--- src/rtl/icache.sv ---
// rtl/icache.sv - direct-mapped single-word-line instruction cache; optional ICACHE_STATS_EN adds hit/miss counters
module icache #(
   parameter int INDEX_WIDTH = 6
) (
   input  logic        clk,
   input  logic        rst,
   input  logic        rdy,
   input  logic        clear,
   input  logic        if_enable,
   input  logic [31:0] if_addr,
   output logic        if_valid,
   output logic [31:0] if_instr,
   output logic        mc_enable,
   output logic [31:0] mc_addr,
   input  logic        mc_valid,
   input  logic [31:0] mc_instr
`ifdef ICACHE_STATS_EN
   ,
   output logic [31:0] hit_count,
   output logic [31:0] miss_count
`endif
);

   localparam int LINES = 1 << INDEX_WIDTH;
   localparam int TAG_W = 30 - INDEX_WIDTH;

   typedef enum logic {IDLE, MISS} state_t;

   state_t                 state_q, state_d;
   logic                   drop_q, drop_d;
   logic                   if_valid_d;
   logic [31:0]            if_instr_d;
   logic                   mc_enable_d;
   logic [31:0]            mc_addr_d;

   logic [LINES-1:0]       valid_q;
   logic [TAG_W-1:0]       tag_mem  [LINES];
   logic [31:0]            data_mem [LINES];

   logic [INDEX_WIDTH-1:0] req_idx, miss_idx;
   logic [TAG_W-1:0]       req_tag, miss_tag;
   logic                   lookup_hit, accept_hit, start_miss, fill;
   logic                   unused_addr_bits;

   // The held miss address doubles as the fill address, so no separate latch is needed.
   assign req_idx  = if_addr[INDEX_WIDTH+1:2];
   assign req_tag  = if_addr[31:INDEX_WIDTH+2];
   assign miss_idx = mc_addr[INDEX_WIDTH+1:2];
   assign miss_tag = mc_addr[31:INDEX_WIDTH+2];
   assign unused_addr_bits = ^if_addr[1:0];

   assign lookup_hit = valid_q[req_idx] && (tag_mem[req_idx] == req_tag);
   assign accept_hit = (state_q == IDLE) && !clear && if_enable && lookup_hit;
   assign start_miss = (state_q == IDLE) && !clear && if_enable && !lookup_hit;
   assign fill       = (state_q == MISS) && mc_valid;

   // State and output registers; everything freezes while rdy is low.
   always_ff @(posedge clk) begin
      if (rst) begin
         state_q   <= IDLE;
         drop_q    <= 1'b0;
         if_valid  <= 1'b0;
         if_instr  <= 32'h0;
         mc_enable <= 1'b0;
         mc_addr   <= 32'h0;
      end else if (rdy) begin
         state_q   <= state_d;
         drop_q    <= drop_d;
         if_valid  <= if_valid_d;
         if_instr  <= if_instr_d;
         mc_enable <= mc_enable_d;
         mc_addr   <= mc_addr_d;
      end
   end

   // Next-state: leave IDLE on a miss, return once the controller answers.
   always_comb begin
      state_d = state_q;
      case (state_q)
         IDLE:    if (start_miss) state_d = MISS;
         MISS:    if (mc_valid) state_d = IDLE;
         default: state_d = IDLE;
      endcase
   end

   // Output next values: hit answer, request launch, and fill answer unless flushed.
   always_comb begin
      if_valid_d  = 1'b0;
      if_instr_d  = if_instr;
      mc_enable_d = mc_enable;
      mc_addr_d   = mc_addr;
      drop_d      = drop_q;
      case (state_q)
         IDLE: begin
            if (accept_hit) begin
               if_instr_d = data_mem[req_idx];
               if_valid_d = 1'b1;
            end else if (start_miss) begin
               mc_enable_d = 1'b1;
               mc_addr_d   = {if_addr[31:2], 2'b00};
               drop_d      = 1'b0;
            end
         end
         MISS: begin
            if (clear) drop_d = 1'b1;
            if (mc_valid) begin
               mc_enable_d = 1'b0;
               if (!drop_q && !clear) begin
                  if_instr_d = mc_instr;
                  if_valid_d = 1'b1;
               end
            end
         end
         default: begin
            mc_enable_d = 1'b0;
         end
      endcase
   end

   // Valid bits: cleared by reset, set by every completed fill (even a flushed one).
   always_ff @(posedge clk) begin
      if (rst) begin
         valid_q <= '0;
      end else if (rdy && fill) begin
         valid_q[miss_idx] <= 1'b1;
      end
   end

   // Tag and data arrays carry no reset; the valid bit guards them.
   always_ff @(posedge clk) begin
      if (!rst && rdy && fill) begin
         tag_mem[miss_idx]  <= miss_tag;
         data_mem[miss_idx] <= mc_instr;
      end
   end

`ifdef ICACHE_STATS_EN
   // Access statistics: accepted hits and entries into MISS.
   always_ff @(posedge clk) begin
      if (rst) begin
         hit_count  <= 32'h0;
         miss_count <= 32'h0;
      end else if (rdy) begin
         if (accept_hit) hit_count  <= hit_count + 32'd1;
         if (start_miss) miss_count <= miss_count + 32'd1;
      end
   end
`endif

endmodule
--- config.mk ---
export PLATFORM = sky130hd
export DESIGN_NAME = icache
export DESIGN_NICKNAME = d
export VERILOG_FILES = /design/src/rtl/icache.sv
export SDC_FILE = /design/constraint.sdc
export NUM_CORES = 2
export LEC_CHECK = 0
export BUFFER_PORTS_ARGS = -buffer_cell sky130_fd_sc_hd__buf_4
export CAP_MARGIN = 15
export CORE_UTILIZATION = 55
export DETAILED_ROUTE_END_ITERATION = 8
export PLACE_DENSITY = 0.78
export SLEW_MARGIN = 15
export SYNTH_ARGS = -nofsm -noshare
export SYNTH_HDL_FRONTEND = slang
export SYNTH_SLANG_ARGS = --single-unit
--- constraint.sdc ---
create_clock -name clk -period 9.13 [get_ports clk]
set_input_delay 0.913 -clock clk [delete_from_list [all_inputs] [get_ports clk]]
set_output_delay 0.913 -clock clk [all_outputs]
set_load 0.005 [all_outputs]
==> impl_metrics.tcl <==
set metrics [dict create \
    switching_share_pct 20.9 \
    power.share.sequential_pct 52.7 \
    place_congestion 0.832 \
    cts_resized 0 \
    synthCells 6319 \
    max-vdd-ir-drop_v 0.000237 \
    power_frac_comb_pct 4.2 \
    antenna_left 0 \
    cts_tree "yes" \
    switchingPower_w 0.00740 \
    p_clk_share_pct 43.1 \
    coreArea_sq_um 257000 \
    design.die.area_sq_um 262000 \
    gr-usage-all-layers_pct 31.4 \
    postSynthAreaPerCell_sq_um 22.6 \
    drtPass1Iterations 6 \
    yosys.area_share.simple_pct 1.42 \
    start_kind "primary input" \
    vias 74100 \
    cts_setup_buffers 0 \
    skew_ns 0.116 \
    crit_chain "buf_8 > buf_4 > nor2b_1 > nand3_1 > a41oi_1 > o21a_1 > o22ai_1 > a2111oi_0 > nand4_1 > or3_4 > or2_2 > o221a_1" \
    start_util_pct 55.5 \
    yosys-mux-area-fraction_pct 17.3 \
    drv_slew 0 \
    synth_seq_cells 3714 \
    yosys.area_share.xor_xnor_pct 0.166 \
    max-slew-margin-rel_pct 15.8 \
    grt_remaining_overflow 0 \
    synth_compound_area_share_pct 2.45 \
    drc_errors 0 \
    fin_tns_setup_ns 0 \
    p_leak_nw 49.5 \
    setup_viol 0 \
    fin_crit_sh_pct 71.1 \
    rows 186 \
    routedWlPerCell_microns 39.9 \
    clock.fmax_mhz 154 \
    async_flop_share_pct 0 \
    use_met3_pct 8.52 \
    layout-drive-gt1-share_pct 28.1 \
    cp_max_fo 68 \
    worstSkewPairLatency_ns 1.02 \
    p_int_w 0.0280 \
    io_buffers 131 \
    cp_top_family "simple AND/OR/NAND/NOR gates" \
    maxCapViolations 0 \
    p_per_area_nw_per_um2 221 \
    worstSetupEndpointType "register" \
    gr-max-usage-layer "met2" \
    layout.cells.most_common_list "3584 x edfxtp_1, 943 x mux4_2, 376 x clkbuf_16" \
    status "complete, no violations" \
    synth-edff-count 3584 \
    pin_count 136 \
    worst_slew_pin_slew_ns 1.26 \
    cp_data_required_time_ns 9.97 \
    hold_viol 0 \
    rsz0062_at_grt "false" \
    synth_cell_types 79 \
    crit_path_top_delay_cell "nor2b_1" \
    synth_seq_area_share_pct 77.2 \
    cp.buffers_inverters 2 \
    synth-adder-area-share_pct 0 \
    first_iter_violations 12900 \
    yosysWarningCount 0 \
    cts_max_path_buffers 4 \
    synth_top_family_by_area "multiplexers" \
    ys.flop_type "edfxtp_1" \
    final_common_cell "edfxtp_1" \
    ctsHoldBuffers 0 \
    n_fill_cell 16200 \
    critical_path_arrival_ns 7.34 \
    fin_cells 10300 \
    worstSetupPathType "primary input to register" \
    antenna_found_initial 13 \
    use_met2_pct 49.4 \
    netlist_area_sq_um 143000 \
    place_hpwl_microns 201000 \
    cts-htree-levels 5 \
    grt_pass1_vias 74200 \
    numClockSinks 3714 \
    slowest_delay_ns 0.86 \
    grt_max_degree 114 \
    cts-root-buf "clkbuf_16" \
    grt_util_met1_pct 40.2 \
    wl_microns 412000 \
    clk_pin_slew_ns 0.06 \
    period_minus_slack_ns 6.49 \
    numCtsBuffers 370 \
    post-place-cells 9676 \
    fp.dieH_microns 511 \
    die_w_microns 511 \
    post_drt_via_cell_ratio 7.17 \
    areaGrowthSynthToFinish_pct 12.3 \
    grt_pass1_wl_microns 569000 \
    final_nets 6735 \
    hp-class "primary input to register" \
]
-- layout make-up --
cell class | instances | area (sq um) | area share [%]
inverter | 36 | 136 | 0.0851
tap | 3384 | 4230 | 2.64
timing repair buffer | 335 | 2750 | 1.71
clock buffer | 460 | 9890 | 6.17
sequential | 3714 | 110000 | 68.8
clock inverter | 198 | 2080 | 1.29
antenna | 5 | 12.5 | 0.00780
multi-input combinational | 2208 | 31000 | 19.3
-- power groups by stage --
stage | clock [W] | sequential (W) | combinational (W)
2_1_floorplan | 0 | 0.0190 | 0.000902
3_3_place_gp | 0 | 0.0190 | 0.00141
3_5_place_dp | 0 | 0.0190 | 0.00144
4_1_cts | 0.0153 | 0.0187 | 0.00148
5_1_grt | 0.0159 | 0.0187 | 0.00154
6_report | 0.0153 | 0.0187 | 0.00149
-- registers in the layout, summed over array words and instances (netlist names) --
signal and count:
valid_q 64, data_mem 2048, state_q 1, drop_q 1
tag_mem 1536, if_valid 1, mc_enable 1, mc_addr 30
if_instr 32
-- cell usage after synthesis (all sizes together) (36+ instances only) --
master	n	area, sq um
mux4	943	21200
mux2i	314	3140
clkbuf	137	514
a21oi	38	194
nor2	159	599
edfxtp	3584	108000
inv	36	135
nand3	44	220
a21o	65	488
o22ai	42	263
nand2	93	349
a31oi	39	244
a22oi	96	721
dfxtp	130	2600
buf	225	1420
-- worst min-delay path, cell delays in order --
cell     delay, ns
buf_4         0.13
mux2i_1       0.07
nor2_1        0.08
-- path summary, 6_finish.rpt --
path                             from                         to  slack [ns]  depth (start not counted)
min reg2reg   valid_q[4]$_SDFFE_PP0P_    valid_q[4]$_SDFFE_PP0P_        0.45                          1
min                       if_addr[11]   mc_addr[11]$_SDFFE_PP0P_        0.21                          3
max reg2reg  tag_mem[47][8]$_DFFE_PP_  if_instr[23]$_SDFFE_PP0P_        3.73                         10
max                        if_addr[3]  if_instr[23]$_SDFFE_PP0P_        2.64                         12
-- kinds of logic (layout without fill, tap and decap cells) --
group | Yosys count | in the layout
simple gates | 431 | 431
compound gates | 463 | 463
buf+inv | 398 | 1029
xor+xnor | 27 | 27
other cells | 1 | 7
mux | 1285 | 1285
flops | 3714 | 3714
-- through the flow --
stage	hold WS (ns)	power [W]	cell area, sq um	setup WS, ns	utilization, %
finish	0.215	0.0354	160000	2.64	62.3
floorplan	0.421	0.0199	143000	4.40	-
CTS	0.165	0.0354	160000	3.09	62.3
global placement	0.427	0.0204	148000	2.24	57.6
detailed placement	0.434	0.0205	148000	2.21	57.6
global route	0.196	0.0361	160000	2.70	62.3
-- per-layer routing --
layer	vias up	routed length [microns]
met2	6889	195000
met4	10	25700
li1	27500	-
met3	1404	59000
met5	-	65
met1	38300	132000
Power figures use the tool's default switching activity.
